[config.mk]
export PLATFORM = sky130hd
export DESIGN_NAME = pc_ras_unit
export DESIGN_NICKNAME = d
export VERILOG_FILES = /design/src/rtl/pc_ras_unit.sv
export SDC_FILE = /design/constraint.sdc
export NUM_CORES = 1
export LEC_CHECK = 0
export CAP_MARGIN = 20
export CORE_UTILIZATION = 43
export DETAILED_ROUTE_END_ITERATION = 10
export GPL_ROUTABILITY_DRIVEN = 0
export SLEW_MARGIN = 0
export SYNTH_ARGS = -nofsm -noshare
export SYNTH_HDL_FRONTEND = slang
export SYNTH_SLANG_ARGS = --single-unit
[constraint.sdc]
create_clock -name clk -period 16.22 [get_ports clk]
set_clock_uncertainty 0.2 [all_clocks]
set_input_delay 1.622 -clock clk [delete_from_list [all_inputs] [get_ports clk]]
set_output_delay 1.622 -clock clk [all_outputs]
set_load 0.01 [all_outputs]
[src/rtl/pc_ras_unit.sv]
`default_nettype none
// ============================================================================
// Module      : pc_ras_unit
// Description : Program counter with a circular return-address stack.
//               The PC supports load, increment by STEP, signed relative
//               branch, call (push PC+STEP, jump to BUS) and return (pop into
//               PC), with a stall that freezes both PC and stack.
//               Strict priority, one action per cycle:
//               stall > pc_load > ret > call > branch > incr_pc > hold.
// Ports       : clk, rst (async, active-high)
//               BUS      - load/call target
//               pc_load, incr_pc, branch, call, ret, stall, err_clr - requests
//               offset   - signed two's-complement branch offset
//               pc       - current PC (registered)
//               ras_top  - top-of-stack entry, 0 when empty
//               ras_count/ras_empty/ras_full - stack occupancy
//               ras_ovf/ras_udf - sticky overflow / underflow flags
// Revision    : 1.0 - initial release
// ============================================================================
module pc_ras_unit #(
    parameter int                 WIDTH    = 32,
    parameter int                 STEP     = 1,
    parameter int                 DEPTH    = 8,
    parameter logic [WIDTH-1:0]   RESET_PC = '0
) (
    input  logic                        clk,
    input  logic                        rst,
    input  logic [WIDTH-1:0]            BUS,
    input  logic                        pc_load,
    input  logic                        incr_pc,
    input  logic                        branch,
    input  logic [WIDTH-1:0]            offset,
    input  logic                        call,
    input  logic                        ret,
    input  logic                        stall,
    input  logic                        err_clr,
    output logic [WIDTH-1:0]            pc,
    output logic [WIDTH-1:0]            ras_top,
    output logic [$clog2(DEPTH+1)-1:0]  ras_count,
    output logic                        ras_empty,
    output logic                        ras_full,
    output logic                        ras_ovf,
    output logic                        ras_udf
);

    localparam int               PTR_W     = (DEPTH > 1) ? $clog2(DEPTH) : 1;
    localparam int               CNT_W     = $clog2(DEPTH+1);
    localparam logic [WIDTH-1:0] c_step    = WIDTH'(STEP);
    localparam logic [CNT_W-1:0] c_depth   = CNT_W'(DEPTH);
    localparam logic [PTR_W-1:0] c_ptr_max = PTR_W'(DEPTH-1);

    logic [WIDTH-1:0] r_pc;
    logic [WIDTH-1:0] r_stack [DEPTH];
    logic [PTR_W-1:0] r_top;
    logic [CNT_W-1:0] r_count;
    logic             r_ovf;
    logic             r_udf;

    logic [WIDTH-1:0] w_pc_inc;
    logic [WIDTH-1:0] w_pc_nxt;
    logic [PTR_W-1:0] w_top_inc;
    logic [PTR_W-1:0] w_top_dec;
    logic             w_empty;
    logic             w_full;
    logic             w_do_ret;
    logic             w_do_call;
    logic             w_pop;

    assign w_pc_inc  = r_pc + c_step;
    assign w_empty   = (r_count == '0);
    assign w_full    = (r_count == c_depth);

    // ret and call only act when nothing of higher priority is requested.
    assign w_do_ret  = !stall && !pc_load && ret;
    assign w_do_call = !stall && !pc_load && !ret && call;
    assign w_pop     = w_do_ret && !w_empty;

    // Top pointer wraps modulo DEPTH; a push while full therefore lands on
    // the oldest slot, discarding it.
    assign w_top_inc = (r_top == c_ptr_max) ? '0 : r_top + 1'b1;
    assign w_top_dec = (r_top == '0) ? c_ptr_max : r_top - 1'b1;

    always_comb begin
        w_pc_nxt = r_pc;
        if (stall) begin
            w_pc_nxt = r_pc;
        end else if (pc_load) begin
            w_pc_nxt = BUS;
        end else if (ret) begin
            w_pc_nxt = w_empty ? w_pc_inc : r_stack[r_top];
        end else if (call) begin
            w_pc_nxt = BUS;
        end else if (branch) begin
            w_pc_nxt = r_pc + offset;
        end else if (incr_pc) begin
            w_pc_nxt = w_pc_inc;
        end
    end

    always_ff @(posedge clk or posedge rst) begin
        if (rst) begin
            r_pc    <= RESET_PC;
            r_top   <= '0;
            r_count <= '0;
            r_ovf   <= 1'b0;
            r_udf   <= 1'b0;
        end else begin
            r_pc <= w_pc_nxt;
            if (w_do_call) begin
                r_top <= w_top_inc;
                if (!w_full) begin
                    r_count <= r_count + 1'b1;
                end
            end else if (w_pop) begin
                r_top   <= w_top_dec;
                r_count <= r_count - 1'b1;
            end
            // A new error in the same cycle as err_clr leaves the flag set.
            r_ovf <= (r_ovf & ~err_clr) | (w_do_call & w_full);
            r_udf <= (r_udf & ~err_clr) | (w_do_ret & w_empty);
        end
    end

    // Stack storage needs no reset: entries are only visible through
    // ras_top, which is masked while the stack is empty.
    always_ff @(posedge clk) begin
        if (w_do_call) begin
            r_stack[w_top_inc] <= w_pc_inc;
        end
    end

    assign pc        = r_pc;
    assign ras_top   = w_empty ? '0 : r_stack[r_top];
    assign ras_count = r_count;
    assign ras_empty = w_empty;
    assign ras_full  = w_full;
    assign ras_ovf   = r_ovf;
    assign ras_udf   = r_udf;

endmodule
`default_nettype wire

==> impl_metrics.json <==
{
  "critPathLaunchType": "flip-flop",
  "die_x_um": 188,
  "cts_resized": 0,
  "r2r-end": "pc[28]$_DFFE_PP0P_",
  "drc": 0,
  "wl_um": 41200,
  "ys_ff_latch": 297,
  "dr.pass1.iters": 5,
  "layout.cells.non_filler": 1746,
  "synth-main-ff-cell": "edfxtp_1",
  "power_density_nw_per_um2": 158,
  "min_from": "ras_count[3]$_DFFE_PP0P_",
  "core_um2": 33700,
  "reg2regPathDepth": 7,
  "start_util": 0.440,
  "rsz0062_at_grt": "no",
  "crit_arrival_ns": 3.76,
  "period_share": 0.344,
  "ant_nets": 0,
  "tightest_slew_ns": 1.12,
  "area_delta_synth_final_pct": 19.5,
  "ios": 145,
  "path_max_fanout": 32,
  "hold_path_class": "flip-flop to flip-flop",
  "hpwlAfterDp_um": 27900,
  "ys_types": 77,
  "avgSynthCellArea_um2": 13.0,
  "row_count": 67,
  "worstHoldEndpoint": "ras_count[3]$_DFFE_PP0P_",
  "nNetsFinal": 1389,
  "postCtsSetupBuffers": 0,
  "slew_headroom": 0.250,
  "grt_pass1_wl_um": 63000,
  "total_power_mw": 2.80,
  "synthCells": 1140,
  "first_global_vias": 10200,
  "drv_cap": 0,
  "worst-setup-path-type": "flip-flop to output pin",
  "p_leak_nw": 6.09,
  "slew_viol_final": 0,
  "grt-ovfl-total": 0,
  "status": "finished, final reports clean",
  "cts_inserted_buffers": 28,
  "fin_util": 0.526,
  "grt_usage": 0.237,
  "vdd_ir_drop_max_mv": 0.0945,
  "routed_via_density": 5.93,
  "fin_tns_setup_ns": 0,
  "dpl.cell_count": 1694,
  "ys_warn_count": 0,
  "h-tree-depth": 1,
  "setup_violations": 0,
  "period_minus_slack_ns": 5.58,
  "cp-end-kind": "output pin",
  "hold_ws_ns": 0.307,
  "max_freq_ghz": 0.179,
  "regArea_um2": 8720,
  "synthArstFlopShare": 0.138,
  "num_vias": 10400,
  "numPortBuffers": 144,
  "multi_input_area_um2": 5820,
  "die_area_um2": 35200,
  "drtIter0Drc": 1114,
  "cts_tree": "yes",
  "hold_violations": 0,
  "cts_sinks": 297,
  "root_buffer": "clkbuf_16",
  "antenna_cells": 0,
  "syn-num-nets": 1253,
  "grt_antenna_before_repair": 0,
  "r2r_start": "r_top[0]$_DFFE_PP0P_",
  "wl_per_cell_um": 23.6,
  "die_h_um": 188,
  "synth-seq-area-share": 0.588,
  "synth-edff-count": 256,
  "syn_area_um2": 14800,
  "critPathRequiredTime_ns": 14.40,
  "drive_gt1_frac": 0.115,
  "grt_max_degree": 46,
  "fillers": 2906,
  "reg2reg_slack_ns": 12.29,
  "whs_path_depth": 1,
  "cts_buffer_depth": 3,
  "path_clk_slew_ns": 0.06,
  "clk_latency_ns": 0.54,
  "hold_buffers": 0
}
cell families after synthesis:
family,after synthesis,synth area share
adders and majority gates,40,0.0348
DFF,297,0.588
muxes,80,0.108
xor gates and xnor gates,57,0.0342
and+or+nand+nor,308,0.0946
AOI/OAI and AO/OA,268,0.117
buffers and inverters,90,0.0235
power by group:
| group | switching, mW | total (mW) | internal (mW) |
|---|---|---|---|
| clock network | 0.274 | 0.646 | 0.372 |
| logic | 0.644 | 1.14 | 0.496 |
| registers | 0.0898 | 1.01 | 0.924 |
| total | 1.01 | 2.80 | 1.79 |
through the flow:
stage	area [µm²]	worst slack (ns)
global placement	16800	11.01
finish	17700	10.64
detailed placement	16800	10.99
global route	17700	10.43
CTS	17700	10.58
floorplan	14800	9.66
area by class of cell:
cell class,count,share of cell area
Multi-Input combinational cell,753,0.329
Tap cell,448,0.0316
Sequential cell,297,0.492
Inverter,30,0.00636
Clock inverter,18,0.00869
Clock buffer,34,0.0420
Timing Repair Buffer,166,0.0907
sequential cells by signal, summed over array words and instances (netlist names):
register,flops
pc,32
r_stack,256
r_top,3
ras_count,4
ras_ovf,1
ras_udf,1
routing by layer:
layer  track usage  part of all wire  up-vias  wire [µm]
li1              -                 -     4669          -
met1         0.357              0.45     5173      18500
met2         0.365              0.45      445      18600
met3        0.0253             0.075       68       3090
met4        0.0647             0.025        0       1020
met5             0                 0        -          0
layout by cell type, fill, tap and decap left out, types with 28 or more instances in the layout:
master,instances
edfxtp_1,256
dfrtp_1,39
a21oi_1,87
clkbuf_16,29
o21ai_0,47
xnor2_1,28
nand2_1,132
ha_1,38
mux4_2,64
clkdlybuf4s50_1,144
xor2_1,28
nor2_1,73
cells in the mapped netlist (12+ instances only):
| master | n | area share |
|---|---|---|
| nand3_1 | 25 | 0.0084 |
| o21ai_0 | 47 | 0.016 |
| a211oi_1 | 12 | 0.0061 |
| o31ai_1 | 12 | 0.0061 |
| nor3_1 | 13 | 0.0044 |
| o211ai_1 | 12 | 0.0061 |
| clkbuf_1 | 45 | 0.011 |
| xnor2_1 | 28 | 0.017 |
| ha_1 | 38 | 0.032 |
| edfxtp_1 | 256 | 0.52 |
| a21oi_1 | 88 | 0.030 |
| nand2_1 | 132 | 0.033 |
| mux2i_1 | 14 | 0.0095 |
| nor2_1 | 77 | 0.019 |
| dfrtp_1 | 41 | 0.069 |
| xor2_1 | 28 | 0.017 |
| inv_1 | 28 | 0.0071 |
| mux4_2 | 64 | 0.097 |
worst max-delay path by stage:
| stage | start | end | slack [ns] | cells after the start |
|---|---|---|---|---|
| final | ras_count[0]$_DFFE_PP0P_ | ras_top[19] | 10.64 | 5 |
| after floorplan | call | r_stack[3][0]$_DFFE_PP_ | 9.66 | 5 |
| after CTS | r_top[0]$_DFFE_PP0P_ | ras_top[31] | 10.58 | 5 |
| after global placement | offset[0] | pc[28]$_DFFE_PP0P_ | 11.01 | 11 |
| after global routing | r_top[0]$_DFFE_PP0P_ | ras_top[28] | 10.43 | 5 |
| after detailed placement | offset[0] | pc[28]$_DFFE_PP0P_ | 10.99 | 11 |
critical path, stage by stage, from the launching register on:
cell,delay (ns)
dfrtp_1,0.45
or4_1,0.95
inv_2,0.53
buf_4,0.50
a21oi_1,0.22
clkdlybuf4s50_1,0.53
No activity file was read; power rests on OpenSTA's default activity.
